## config.mk

```make
export PLATFORM = sky130hd
export DESIGN_NAME = instruction_fetch_unit
export DESIGN_NICKNAME = d
export VERILOG_FILES = /design/src/rtl/instruction_fetch_unit.sv
export SDC_FILE = /design/constraint.sdc
export NUM_CORES = 1
export LEC_CHECK = 0
export CORE_ASPECT_RATIO = 2
export CORE_MARGIN = 10
export CORE_UTILIZATION = 47
export DETAILED_ROUTE_END_ITERATION = 8
export PLACE_DENSITY = 0.87
export SLEW_MARGIN = 20
export SYNTH_ARGS = -nofsm -noshare
export SYNTH_HDL_FRONTEND = slang
export SYNTH_SLANG_ARGS = --single-unit
```

## constraint.sdc

```tcl
create_clock -name Clk -period 5.69 [get_ports Clk]
set_clock_uncertainty 0.1 [all_clocks]
set_input_delay 1.707 -clock Clk [delete_from_list [all_inputs] [get_ports Clk]]
set_output_delay 1.707 -clock Clk [all_outputs]
set_load 0.02 [all_outputs]
```

## src/rtl/instruction_fetch_unit.sv

```systemverilog
// IF stage of the 5-stage MIPS pipeline: PC register, instruction-memory address and IF/ID register.
// Optional performance counters are enabled with `define FETCH_PERF_CNT_EN.
module instruction_fetch_unit #(
  parameter logic [31:0] RESET_PC = 32'h0000_0000,
  parameter logic [31:0] NOP_WORD = 32'h0000_0000
) (
  input  logic        Clk,
  input  logic        Reset,
  input  logic        Stall,
  input  logic        BranchTaken,
  input  logic [31:0] BranchTarget,
  input  logic        Jump,
  input  logic [25:0] JumpIndex,
  input  logic [31:0] InstrIn,
  output logic [31:0] InstrAddr,
  output logic [31:0] IF_ID_Instr,
  output logic [31:0] IF_ID_PCPlus4,
  output logic        IF_ID_Valid,
`ifdef FETCH_PERF_CNT_EN
  output logic [31:0] FetchCount,
  output logic [15:0] FlushCount,
  output logic [15:0] StallCount,
`endif
  output logic        FetchState
);

  localparam int unsigned XLEN  = 32;
  localparam int unsigned FCW   = 32;
  localparam int unsigned SCW   = 16;

  localparam logic [0:0] BOOT = 1'b0;
  localparam logic [0:0] RUN  = 1'b1;

  logic [0:0]      state;
  logic [0:0]      state_nxt;
  logic [XLEN-1:0] pc;
  logic [XLEN-1:0] pc_nxt;
  logic [XLEN-1:0] pc_plus4;
  logic [XLEN-1:0] branch_pc;
  logic [XLEN-1:0] jump_pc;
  logic [XLEN-1:0] instr_nxt;
  logic [XLEN-1:0] pcp4_nxt;
  logic            valid_nxt;

  assign pc_plus4   = pc + XLEN'(4);
  assign branch_pc  = BranchTarget & ~XLEN'(3);
  assign jump_pc    = {IF_ID_PCPlus4[31:28], JumpIndex, 2'b00};
  assign InstrAddr  = pc;
  assign FetchState = state;

  // Next-state and next-PC selection: branch > jump > stall > sequential fetch.
  always_comb begin
    state_nxt = state;
    pc_nxt    = pc;
    instr_nxt = IF_ID_Instr;
    pcp4_nxt  = IF_ID_PCPlus4;
    valid_nxt = IF_ID_Valid;
    case (state)
      BOOT: begin
        state_nxt = RUN;
      end
      RUN: begin
        if (BranchTaken) begin
          pc_nxt    = branch_pc;
          instr_nxt = NOP_WORD;
          pcp4_nxt  = '0;
          valid_nxt = 1'b0;
        end else if (Jump) begin
          pc_nxt    = jump_pc;
          instr_nxt = NOP_WORD;
          pcp4_nxt  = '0;
          valid_nxt = 1'b0;
        end else if (!Stall) begin
          pc_nxt    = pc_plus4;
          instr_nxt = InstrIn;
          pcp4_nxt  = pc_plus4;
          valid_nxt = 1'b1;
        end
      end
      default: begin
        state_nxt = BOOT;
      end
    endcase
  end

  always_ff @(posedge Clk) begin
    if (!Reset) begin
      state         <= BOOT;
      pc            <= RESET_PC;
      IF_ID_Instr   <= NOP_WORD;
      IF_ID_PCPlus4 <= '0;
      IF_ID_Valid   <= 1'b0;
    end else begin
      state         <= state_nxt;
      pc            <= pc_nxt;
      IF_ID_Instr   <= instr_nxt;
      IF_ID_PCPlus4 <= pcp4_nxt;
      IF_ID_Valid   <= valid_nxt;
    end
  end

`ifdef FETCH_PERF_CNT_EN
  logic fetch_inc;
  logic flush_inc;
  logic stall_inc;

  assign fetch_inc = (state == RUN) && !BranchTaken && !Jump && !Stall;
  assign flush_inc = (state == RUN) && (BranchTaken || Jump);
  assign stall_inc = (state == RUN) && !BranchTaken && !Jump && Stall;

  // Free-running event counters, wrapping at their width.
  always_ff @(posedge Clk) begin
    if (!Reset) begin
      FetchCount <= '0;
      FlushCount <= '0;
      StallCount <= '0;
    end else begin
      if (fetch_inc) FetchCount <= FetchCount + FCW'(1);
      if (flush_inc) FlushCount <= FlushCount + SCW'(1);
      if (stall_inc) StallCount <= StallCount + SCW'(1);
    end
  end
`endif

endmodule

```

======== After elaboration in Yosys (flattened, before gate mapping) ========
Cells that the tools add are included.
word-level totals
  register bits ........................... 98
  bits in latches ......................... 0
  bits in writable memories ............... 0
  bits in read-only memories .............. 0
  input port bits ......................... 95
  output and inout port bits .............. 98
  memories kept ........................... 0
cells by class
  $add $sub $neg .......................... 1
  $mul .................................... 0
  divide/modulo/power cells ............... 0
  magnitude comparators ................... 0
  equal/unequal tests ..................... 1
  shift operators ......................... 0
  muxes and demuxes ....................... 12
  bitwise operators ....................... 0
  reductions and logical operators ........ 1
operators by type and width
  operator                                               number
  2-to-1 mux 32 bit                                      8
  adder 32 x 3 -> 32 bit, second input constant          1
  2-to-1 mux 1 bit                                       4
  inequality test 3 x 1 -> 1 bit, second input constant  1
  AND reduction 2 bit                                    1

======== Longest topological paths before layout ========
  depth in word-level cells ............... 4
  depth in mapped cells ................... 8
  mapped depth without buffers ............ 6

======== Least setup slack after synthesis ========
No wires, ideal clock.
  path type ............................... in2reg
  from .................................... input port Jump
  to ...................................... register pc[3], in the netlist InstrAddr[3]
  library setup time ...................... 71 ps
  data arrival time ....................... 3,047 ps
  required time ........................... 5,519 ps
  path slack .............................. 2,473 ps
  cell stages on the path ................. 8
  buffers on the path ..................... 4
  path through ............................ buf_2 > or2_1 > clkbuf_1 > o21ai_2 > buf_2 > buf_2 > nand2_1 > a21oi_1
on the way
  cells in the longest elaborated chain, start to end .. 2
  elaborated cells on any way between the ends .. 4
  classes of those cells .................. eq/ne (1); mux (2); reduce/logical (1)
RTL lines
  item                                                                                         line  source
  from (decl)                                                                                  12    input logic Jump,
  inequality test 3 x 1 -> 1 bit (no source line) / 2-to-1 mux 32 bit (equally long branches)  --
  AND reduction 2 bit (no source line) / 2-to-1 mux 32 bit (equally long branches)             --
  to (signal assigned)                                                                         95    pc <= pc_nxt;
  to (decl)                                                                                    36    logic [XLEN-1:0] pc;
Parallel ways exist; a longest one is shown, timed or not.
A chain may end at the register's enable or synchronous reset.

======== Worst setup path after layout ========
  from .................................... input port Jump
  to ...................................... register IF_ID_PCPlus4[18]
on the way
  cells in the longest elaborated chain, start to end .. 2
  elaborated cells on any way between the ends .. 4
  classes of those cells .................. eq/ne (1); mux (2); reduce/logical (1)
RTL lines
  item                                                                                         line  source
  inequality test 3 x 1 -> 1 bit (no source line) / 2-to-1 mux 32 bit (equally long branches)  --
  AND reduction 2 bit (no source line) / 2-to-1 mux 32 bit (equally long branches)             --
  to (signal assigned)                                                                         97    IF_ID_PCPlus4 <= pcp4_nxt;
  to (decl)                                                                                    17    output logic [31:0] IF_ID_PCPlus4,
Parallel ways exist; a longest one is shown, timed or not.

==> qor.csv <==
metric;value;unit
clk_pin_slew;70;ps
min_to;IF_ID_PCPlus4[21];
critPathMaxFanout;45;
via_count;5112;
synth_edf_count;0;
synthCells;556;
die-width;90.5;um
fmax;245;MHz
hp-class;reg2reg;
dieArea;14600;um2
initial_core_util;48.1;%
hpwl;12.7;mm
port_buffers;188;
yosys.area_share.adder;0.268;%
antenna_found_initial;0;
syn2layout_area_growth;47.7;%
ys_warn_count;0;
design_area;6890;um2
synth_xor_area_share;4.51;%
outcome;complete, no violations;
r2r_cells;5;
coreArea;9700;um2
nFillCells;776;
via_per_inst;6.01;
synth_compound_area_share;26.4;%
postCtsSetupBuffers;0;
muxShareOfSynthArea;0.858;%
ff_latch_area;1900;um2
grt_pass1_wl;27.1;mm
first_global_vias;5106;
pre_cts_slack;1260;ps
ys_ff_latch;95;
multi_input_comb_area;2520;um2
fp.dieH;161;um
synth_area_leaders;dfxtp_1, a22oi_1, nor2_1;
synthTopCellsByCount;dfxtp_1, nor2_1, nand2_1;
slew_headroom;27.9;%
num-nets-final;809;
rsz0062_at_grt;false;
finish.utilization;71.1;%
peakVddDrop;0.227;mV
clockBufferDepth;2;
synth_cell_type_count;67;
yosysTopAreaCell;dfxtp_1;
avgSynthCellArea;8.39;um2
setup-violations-final;0;
synth.most_common_cell;dfxtp_1;
hold_depth;2;
cp_data_required_time;5880;ps
synth-async-reset-ratio;0;%
synth_top_area_share;40.8;%
hold_viol;0;
dp_cells;834;
power.density;240;nW/um2
syn_area;4670;um2
drv_slew;0;
post_dp_cell_area;6570;um2
drt-wirelength-per-cell;20.5;um
p_leak;2.43;nW
final_layout_size_suffix_gt1_share;6.55;%
drt_iter0_drc;358;
final.setup.tns;0;ps
diodes;0;
synth_top_family_by_area;compound AO/OA/AOI/OAI gates;
insertion_delay;340;ps
finalNonFillerCells;850;
rr_endpoint;InstrAddr[27];
ant_nets;0;
cp-end-kind;flip-flop;
min_period_over_period;71.8;%
grt.overflow.total;0;
std_cell_rows;51;
cts.sinks;95;
power;1.65;mW
seq_area_frac_synth;40.8;%
cts_max_level;3;
cts_buffers;9;
r2r_start;InstrAddr[6];
hold_buffers;0;
critPathArrivalTime;4270;ps
hp-start;IF_ID_PCPlus4[21];
post-route-min-period;4080;ps
tightest_slew;1080;ps
synth-simple-area-share;21.4;%
path_class;in2reg;
cts_resized;0;
routed_wl;17.4;mm
grtUsageTotal;22.9;%
route.detailed.drc;0;
synth_flop_cell;dfxtp_1;
grt_max_degree;59;
holdWs;342;ps
cap_violations;0;
routabilityCongestion;0.925;
drt_pass1_iterations;5;
boundaryPins;193;
regToRegSetupSlack;3140;ps
clockRootBuffer;clkbuf_16;
setup_ws;1610;ps
setup.worst_path.start_class;primary input;
cts_tree;done;
-- layout by cell type, fill, tap and decap left out, types with 4 or more instances in the layout --
cell type	count
o21ai_1	8
nor3_1	5
o21a_1	5
inv_1	7
o31ai_1	4
mux2i_1	4
clkdlybuf4s50_1	188
o21ai_0	32
xnor2_1	13
nand2_1	52
a21oi_1	31
and3_1	4
buf_4	9
o311ai_0	4
nand4_1	17
o22ai_1	7
o31a_1	4
a22oi_1	43
xor2_1	11
a211oi_1	4
clkbuf_16	9
dfxtp_1	95
nor2_1	64
o211ai_1	9
a31oi_1	4
nand3_1	15
-- worst max-delay path, stage by stage --
cell and delay [ps]:
clkdlybuf4s50_1 880, or2_1 580, o21ai_4 80, buf_4 300, or4_1 440, mux2i_1 160, a31o_2 120
-- power breakdown --
| group | internal, mW | leakage [nW] | total, mW | switching, mW |
|---|---|---|---|---|
| clock | 0.389 | 0.150 | 0.659 | 0.270 |
| sequential | 0.687 | 0.773 | 0.725 | 0.0385 |
| combinational | 0.136 | 1.51 | 0.270 | 0.134 |
-- routing by layer --
layer | part of all wire (%) | global-route usage, %
met1 | 35 | 22.8
met5 | 0 | 0
met2 | 51 | 40.3
met4 | 6.4 | 15.3
met3 | 7.7 | 6.26
-- cell type report --
cell class | count | area share (%)
Clock inverter | 6 | 1.34
Multi-Input combinational cell | 402 | 36.6
Clock buffer | 10 | 3.32
Sequential cell | 95 | 27.6
Timing Repair Buffer | 197 | 28.3
Tap cell | 132 | 2.40
Inverter | 8 | 0.436
-- cells by family after synthesis --
kind of cell	after synthesis
AOI/OAI and AO/OA	182
xor gates and xnor gates	24
DFF	95
adders and majority gates	1
other	1
muxes	4
buffers and inverters	60
and+or+nand+nor	189
-- worst max-delay path by stage --
stage | startpoint | slack, ps | cells past startpoint | to
2_1_floorplan | Jump | 2470 | 8 | InstrAddr[3]
3_3_place_gp | Jump | 1280 | 7 | IF_ID_PCPlus4[18]
3_5_place_dp | Jump | 1260 | 7 | IF_ID_PCPlus4[18]
4_1_cts | Jump | 1620 | 7 | IF_ID_PCPlus4[18]
5_1_grt | Jump | 1470 | 7 | IF_ID_PCPlus4[18]
6_report | Jump | 1610 | 7 | IF_ID_PCPlus4[18]
-- state kept, by name, indices dropped and copies added (netlist names) --
signal         flops
FetchState         1
IF_ID_Valid        1
IF_ID_Instr       32
InstrAddr         30
IF_ID_PCPlus4     31
Power figures use the tool's default switching activity.
